[config.mk]
export PLATFORM = sky130hd
export DESIGN_NAME = spi_ram_cmd_flat
export DESIGN_NICKNAME = d
export VERILOG_FILES = /design/src/rtl/spi_pkg.sv /design/src/rtl/spi_ram_cmd_if.sv /design/src/rtl/spi_ram_array.sv /design/src/rtl/spi_ram_cmd.sv /design/src/flat_wrapper.sv
export SDC_FILE = /design/constraint.sdc
export NUM_CORES = 2
export LEC_CHECK = 0
export BUFFER_PORTS_ARGS = -buffer_cell sky130_fd_sc_hd__buf_2
export CAP_MARGIN = 20
export CORE_UTILIZATION = 63
export DETAILED_ROUTE_END_ITERATION = 10
export PLACE_DENSITY = 0.79
export SETUP_SLACK_MARGIN = 0.1
export SYNTH_ARGS = -nofsm -noshare
export SYNTH_HDL_FRONTEND = slang
export SYNTH_SLANG_ARGS = --single-unit
[constraint.sdc]
create_clock -name clk -period 2.9 [get_ports clk]
set_input_delay 0.145 -clock clk [delete_from_list [all_inputs] [get_ports clk]]
set_output_delay 0.145 -clock clk [all_outputs]
set_load 0.05 [all_outputs]
[src/rtl/spi_pkg.sv]
// Shared SPI definitions: command encoding of the 10-bit rx word and
// the widths used by the slave, the command RAM and the wrapper bench.
package spi_pkg;

    localparam int CMD_W  = 2;
    localparam int DATA_W = 8;
    localparam int RX_W   = 10;

    typedef enum logic [CMD_W-1:0] {
        CMD_WR_ADDR = 2'b00,
        CMD_WR_DATA = 2'b01,
        CMD_RD_ADDR = 2'b10,
        CMD_RD_DATA = 2'b11
    } cmd_e;

    // Command field of an rx word.
    function automatic cmd_e rx_cmd(input logic [RX_W-1:0] word);
        return cmd_e'(word[RX_W-1:DATA_W]);
    endfunction

endpackage

[src/rtl/spi_ram_cmd_if.sv]
// Link between the SPI slave (master side) and the command RAM (slave side):
// rx command word in, read byte and status out.
interface spi_ram_cmd_if;
    import spi_pkg::*;

    logic [RX_W-1:0]   din;
    logic              rx_valid;
    logic [DATA_W-1:0] dout;
    logic              tx_valid;
    logic              cmd_err;

    modport master (
        output din,
        output rx_valid,
        input  dout,
        input  tx_valid,
        input  cmd_err
    );

    modport slave (
        input  din,
        input  rx_valid,
        output dout,
        output tx_valid,
        output cmd_err
    );

endinterface

[src/rtl/spi_ram_array.sv]
// MEM_DEPTH x 8 single-port storage with synchronous write and a registered
// read port. The read register is cleared by reset; the array itself is not.
module spi_ram_array
    import spi_pkg::*;
#(
    parameter int MEM_DEPTH = 256,
    parameter int ADDR_SIZE = 8
) (
    input  logic                 clk,
    input  logic                 rst_n,
    input  logic                 we,
    input  logic [ADDR_SIZE-1:0] waddr,
    input  logic [DATA_W-1:0]    wdata,
    input  logic                 re,
    input  logic [ADDR_SIZE-1:0] raddr,
    output logic [DATA_W-1:0]    rdata
);

    logic [DATA_W-1:0] mem [MEM_DEPTH];
    logic [DATA_W-1:0] rdata_d;
    logic [DATA_W-1:0] rdata_q;

    // Storage write; contents survive reset.
    always_ff @(posedge clk) begin
        if (we) begin
            mem[waddr] <= wdata;
        end
    end

    // Read register holds its byte until the next read.
    always_comb begin
        rdata_d = rdata_q;
        if (re) begin
            rdata_d = mem[raddr];
        end
    end

    // Read register with synchronous clear.
    always_ff @(posedge clk) begin
        if (!rst_n) begin
            rdata_q <= '0;
        end else begin
            rdata_q <= rdata_d;
        end
    end

    assign rdata = rdata_q;

endmodule

[src/rtl/spi_ram_cmd.sv]
// Command-decoding RAM behind the SPI slave. Each accepted rx word either
// latches a write/read address, writes a byte, or reads a byte back for MISO.
// Writes/reads issued without a preceding address command raise cmd_err for
// one cycle but are still carried out.
module spi_ram_cmd
    import spi_pkg::*;
#(
    parameter int MEM_DEPTH = 256,
    parameter int ADDR_SIZE = 8
) (
    input  logic          clk,
    input  logic          rst_n,
    spi_ram_cmd_if.slave  bus
);

    logic [ADDR_SIZE-1:0] wr_addr_d, wr_addr_q;
    logic [ADDR_SIZE-1:0] rd_addr_d, rd_addr_q;
    logic                 wr_addr_vld_d, wr_addr_vld_q;
    logic                 rd_addr_vld_d, rd_addr_vld_q;
    logic                 tx_valid_d, tx_valid_q;
    logic                 cmd_err_d, cmd_err_q;
    logic                 mem_we;
    logic                 mem_re;

    // Decode one accepted command into next-state and RAM strobes.
    always_comb begin
        wr_addr_d     = wr_addr_q;
        rd_addr_d     = rd_addr_q;
        wr_addr_vld_d = wr_addr_vld_q;
        rd_addr_vld_d = rd_addr_vld_q;
        tx_valid_d    = tx_valid_q;
        cmd_err_d     = 1'b0;
        mem_we        = 1'b0;
        mem_re        = 1'b0;
        if (bus.rx_valid) begin
            unique case (rx_cmd(bus.din))
                CMD_WR_ADDR: begin
                    wr_addr_d     = bus.din[ADDR_SIZE-1:0];
                    wr_addr_vld_d = 1'b1;
                    tx_valid_d    = 1'b0;
                end
                CMD_WR_DATA: begin
                    mem_we     = 1'b1;
                    tx_valid_d = 1'b0;
                    cmd_err_d  = !wr_addr_vld_q;
                end
                CMD_RD_ADDR: begin
                    rd_addr_d     = bus.din[ADDR_SIZE-1:0];
                    rd_addr_vld_d = 1'b1;
                    tx_valid_d    = 1'b0;
                end
                CMD_RD_DATA: begin
                    mem_re        = 1'b1;
                    tx_valid_d    = 1'b1;
                    rd_addr_vld_d = 1'b0;
                    cmd_err_d     = !rd_addr_vld_q;
                end
            endcase
        end
    end

    // Control registers; reset wins over a simultaneous command.
    always_ff @(posedge clk) begin
        if (!rst_n) begin
            wr_addr_q     <= '0;
            rd_addr_q     <= '0;
            wr_addr_vld_q <= 1'b0;
            rd_addr_vld_q <= 1'b0;
            tx_valid_q    <= 1'b0;
            cmd_err_q     <= 1'b0;
        end else begin
            wr_addr_q     <= wr_addr_d;
            rd_addr_q     <= rd_addr_d;
            wr_addr_vld_q <= wr_addr_vld_d;
            rd_addr_vld_q <= rd_addr_vld_d;
            tx_valid_q    <= tx_valid_d;
            cmd_err_q     <= cmd_err_d;
        end
    end

    spi_ram_array #(
        .MEM_DEPTH (MEM_DEPTH),
        .ADDR_SIZE (ADDR_SIZE)
    ) u_array (
        .clk   (clk),
        .rst_n (rst_n),
        .we    (mem_we && rst_n),
        .waddr (wr_addr_q),
        .wdata (bus.din[DATA_W-1:0]),
        .re    (mem_re),
        .raddr (rd_addr_q),
        .rdata (bus.dout)
    );

    assign bus.tx_valid = tx_valid_q;
    assign bus.cmd_err  = cmd_err_q;

endmodule

[src/flat_wrapper.sv]
// flat-port wrapper written by rule: the top's interface ports become plain ports
module spi_ram_cmd_flat import spi_pkg::*;
#(
    parameter int MEM_DEPTH = 256,
    parameter int ADDR_SIZE = 8
)
  (clk, rst_n, bus_din, bus_rx_valid, bus_dout, bus_tx_valid, bus_cmd_err);
  spi_ram_cmd_if bus_i ();
  input  logic clk;
  input  logic rst_n;
  input wire logic [$bits(bus_i.din)-1:0] bus_din;
  input wire logic [$bits(bus_i.rx_valid)-1:0] bus_rx_valid;
  output wire logic [$bits(bus_i.dout)-1:0] bus_dout;
  output wire logic [$bits(bus_i.tx_valid)-1:0] bus_tx_valid;
  output wire logic [$bits(bus_i.cmd_err)-1:0] bus_cmd_err;
  assign bus_i.din = bus_din;
  assign bus_i.rx_valid = bus_rx_valid;
  assign bus_dout = bus_i.dout;
  assign bus_tx_valid = bus_i.tx_valid;
  assign bus_cmd_err = bus_i.cmd_err;
  spi_ram_cmd #(.MEM_DEPTH(MEM_DEPTH), .ADDR_SIZE(ADDR_SIZE)) u_core (.clk(clk), .rst_n(rst_n), .bus(bus_i));
endmodule
* Yosys cells after proc, flatten, opt, wreduce, memory -nomap -nowiden
Memories as Yosys holds them, arrays and structs flattened. A register that Yosys moved wholly into a read port is not among the register bits.
Cells that the tools add are included.
** Word-level totals
- Register bits :: 20
- Memory bits (writable) :: 2048
- Input port bits :: 13
- Output and inout bits :: 10
- Logic and storage cells :: 30
- Memories :: 1
** Operators by class
- Equality and inequality tests :: 3
- Mux-type cells :: 9
- Reduce and logical (&&, ||, !) cells :: 11
** Memory list
- u_core.u_array.mem :: depth 256, width 8, rd ports 1, clocked after memory_dff 1, wr ports 1, RTL line spi_ram_array.sv:19 : logic [DATA_W-1:0] mem [MEM_DEPTH];
** Operators by type and width (count)
- $reduce_and 2->1 :: 4
- $mux 1 :: 6
- $pmux 1 s2 :: 3
- $eq 2x2->1 const B :: 2
- $logic_not 1->1 :: 3
- $reduce_or 3->1 :: 1
- $eq 2x1->1 const B :: 1
- $logic_not 2->1 :: 1
- $reduce_bool 2->1 :: 1
- $logic_and 1x1->1 :: 1

* Longest topological paths before layout
- Depth in word-level cells :: 6
- Mapped depth :: 12
- Depth with buffers taken out :: 6

* Modules after synthesis
From an unflattened synthesis, not the netlist that was laid out.
** Unflattened totals
- Cells, all modules :: 4015
- Area, all modules :: 81565.7 um^2
** By module, submodules not included
- spi_ram_array :: instances 1, cells an instance 3939, area an instance 80782.5 um^2, sequential area each 61659.1 um^2
- spi_ram_cmd :: instances 1, cells an instance 76, area an instance 783.3 um^2, sequential area each 400.4 um^2

* Worst setup path after synthesis
No wires, ideal clock.
- Kind :: flip-flop to flip-flop
- Start point :: register u_core.rd_addr_q[0]
- End point :: register u_core.u_array.rdata_q[5] (netlist: u_core.u_array.rdata[5]) (read register of u_core.u_array.mem)
- Setup time :: 0.122 ns
- Data arrival time :: 2.173 ns
- Data required time :: 2.778 ns
- Setup slack :: 0.605 ns
- Stages on the path, launching flop included :: 9
- Path buffers :: 3
- Clock period less this slack :: 2.295 ns
- Cells stage by stage :: dfxtp_1 -> buf_6 -> buf_12 -> buf_4 -> mux4_2 -> mux4_2 -> o22ai_1 -> a211oi_1 -> a221o_1
** RTL lines
- start, declared :: RTL line spi_ram_cmd.sv:17 : logic [ADDR_SIZE-1:0] rd_addr_d, rd_addr_q;
- start signal, assigned :: RTL line spi_ram_cmd.sv:73 : rd_addr_q <= rd_addr_d;
- end, declared :: RTL line spi_ram_array.sv:21 : logic [DATA_W-1:0] rdata_q;

==> impl_metrics.yaml <==
synth:
  synth.area.top_cells: "edfxtp_1 (76%), mux4_2 (12%), mux2i_1 (2.8%)"
  netlist.area_leader.share_pct: 75.9
  ys_seq_area_share_pct: 76.6
  yosysTopAreaCell: "edfxtp_1"
  synth.avg_cell_area_um2: 20.7
  synthArstFlopShare_pct: 0
  syn_inst: 3905
  synth_seq_cells: 2076
  synth_warnings: 0
  synth_enable_flop_cells: 2048
  synth_nets: 3918
  synth_ff_type: "edfxtp_1"
  synth_area_um2: 81000
  ys_types: 70
grt:
  grt_max_degree: 112
  grt_usage_pct: 34.4
  grt_pass1_vias: 45200
  antenna_found_initial: 7
  gr-total-overflow: 0
  grt_pass1_wl_um: 317000
worst_hold_path:
  hold_class: "input port to register"
  hold_path_depth: 1
cells_and_area:
  fillCellCount: 6539
  area_growth_pct: 16.8
  fin_cells: 6367
  drive_above_1_share_pct: 30.7
  nets: 4557
cts:
  root_buffer: "clkbuf_16"
  cts_buffers: 195
  cts_tree: "built"
  clock-sinks: 2076
  ctsHtreeMaxLevel: 4
  insertion_delay_ns: 0.85
  clk_pin_slew_ns: 0.06
  clock_path_buffers: 3
sta:
  post-route-min-period_ns: 2.99
  finalCritPeriodShare_pct: 103
  worst_pin_slew_ns: 0.966
  hold_viol: 0
  relSlewSlack_pct: 35.5
  setup_violations: 3
  finalClockSkew_ns: 0.0300
  fin_ws_ns: -0.0925
  tns_ns: -0.193
  slew_viol_final: 0
  clock.fmax_mhz: 334
  rsz0062_at_grt: "yes"
route:
  drcViolationCount: 0
  detail_route.first_pass.iterations: 7
  wl_per_cell_um: 35.0
  vias: 45400
  first_iter_violations: 7782
  antenna_left: 0
  vias_per_cell: 7.14
  finalWirelength_um: 223000
worst_setup_path:
  critPathCaptureType: "register"
  crit_fanout: 17
  path_class: "register to register"
  cp-start-kind: "register"
  worstPathArrival_ns: 3.74
  ff2ff_path_depth: 9
  cp.required_ns: 3.65
die:
  io_pins: 23
  row_count: 131
  dieArea_um2: 130000
  core_area_um2: 128000
  die_y_um: 361
  die_x_um: 361
  start_util_pct: 63.5
placed_design:
  io_buffers: 22
  dp_cells: 5955
  gp_congestion: 0.946
  place.detailed.hpwl_um: 133000
power_and_ir_drop:
  power_w: 0.0614
  leakagePower_nw: 29.9
  p_per_area_nw_per_um2: 648
  irDropWorstVdd_uv: 677
run_status:
  status: "complete, but fails checks"
  failed_checks: "setup timing"
job:
  maxCapViolCount: 0
-- cell usage after synthesis (all sizes together), types with 7 or more instances --
cell        n
a211oi     23
edfxtp   2048
a21boi      9
o31ai       7
nor3       21
o2111ai     8
o211ai     13
and2        7
dfxtp      28
a211o       8
o221ai     56
a21oi      41
a22o       18
clkbuf    109
nor4       12
a32oi      10
mux2i     229
o22ai      69
o21ai      19
mux2        8
mux4      430
a22oi      43
nor2      283
nand2     103
nor2b      22
or3         9
a2111oi    15
nand3      48
nand2b      8
buf       137
nand4      13
-- per-layer routing --
| metal | share of wire [%] | global-route usage, % |
|---|---|---|
| met1 | 34 | 46.0 |
| met2 | 48 | 53.4 |
| met3 | 13 | 8.30 |
| met4 | 5.8 | 17.5 |
| met5 | 0.071 | 0.333 |
-- area by class of cell --
cell class	count	area, µm²	share of cell area (%)
Timing Repair Buffer	688	6390	6.75
Multi-Input combinational cell	1579	17600	18.6
Antenna cell	1	2.50	0.00264
Clock buffer	248	5150	5.44
Sequential cell	2076	62100	65.6
Clock inverter	109	1320	1.39
Inverter	4	17.5	0.0185
Tap cell	1662	2080	2.20
-- report_power, final --
group	switching [W]	internal, W	total [W]	leakage [nW]
Clock	0.0112	0.0149	0.0261	3.15
Sequential	0.0000391	0.0329	0.0330	18.6
Combinational	0.00144	0.000823	0.00227	8.12
Total	0.0127	0.0486	0.0614	29.9
-- kinds of logic after synthesis --
| logic type | count (synthesis) | synth area share [%] |
|---|---|---|
| simple gates | 549 | 2.99 |
| flops | 2076 | 76.6 |
| mux | 667 | 14.9 |
| compound gates | 363 | 3.30 |
| buf+inv | 250 | 2.17 |
-- stage by stage --
| stage | area, µm² | worst slack (ns) | hold slack (ns) | utilization, % |
|---|---|---|---|---|
| after floorplan | 81000 | 0.605 | 0.244 | - |
| after global placement | 87000 | -0.242 | 0.430 | 68.2 |
| after detailed placement | 87000 | -0.308 | 0.445 | 68.2 |
| after CTS | 94300 | 0.0580 | 0.0242 | 73.9 |
| after global routing | 94700 | -0.0710 | 0.0319 | 74.2 |
| final | 94700 | -0.0925 | 0.0163 | 74.2 |
-- path summary, 6_finish.rpt --
kind	from	end	slack, ns
min reg2reg	u_core.wr_addr_vld_q	u_core.wr_addr_vld_q	0.55
max	u_core.rd_addr_q[2]	u_core.u_array.rdata[0]	-0.09
min	bus_din[3]	u_core.u_array.mem[84][3]	0.02
max reg2reg	u_core.rd_addr_q[2]	u_core.u_array.rdata[0]	-0.09
-- state kept, by name, summed over array words and instances, names as in the netlist --
register and count:
u_core.u_array.mem 2048, u_core.rd_addr_q 8, u_core.u_array.rdata 8, u_core.wr_addr_q 8, u_core.bus.cmd_err 1, u_core.bus.tx_valid 1, u_core.rd_addr_vld_q 1, u_core.wr_addr_vld_q 1
-- worst max-delay path, stage by stage, from the launching register on --
cell       delay [ns]
dfxtp_4          0.46
buf_4            0.24
nand3_2          0.25
buf_6            0.26
o22ai_1          0.27
nor4_1           0.10
buf_4            0.17
nor3_1           0.55
o2111ai_4        0.36
o211ai_2         0.23
-- what timing repair did --
item                                    in CTS  in global routing
hold buffers                                14                  0
endpoints found under the setup margin       8                  8
setup buffers                               20                 12
endpoints found under the hold margin      423                  0
gates resized for setup                     60                 37
pin swaps                                   10                 12
cloned                                       5                  2
-- placed cells by master, fill, tap and decap left out, types with 24 or more instances in the layout --
master	n
clkinv_2	31
nor2_1	282
dfxtp_1	24
o22ai_1	63
clkinv_1	36
mux2i_1	228
nand2_1	101
edfxtp_1	2048
mux4_2	421
a21oi_1	40
buf_12	60
o221ai_1	54
buf_4	561
clkbuf_16	199
bufinv_16	25
clkbuf_1	48
a22oi_1	40
nand3_1	46
Note: power is estimated with default switching activity, not from simulation.
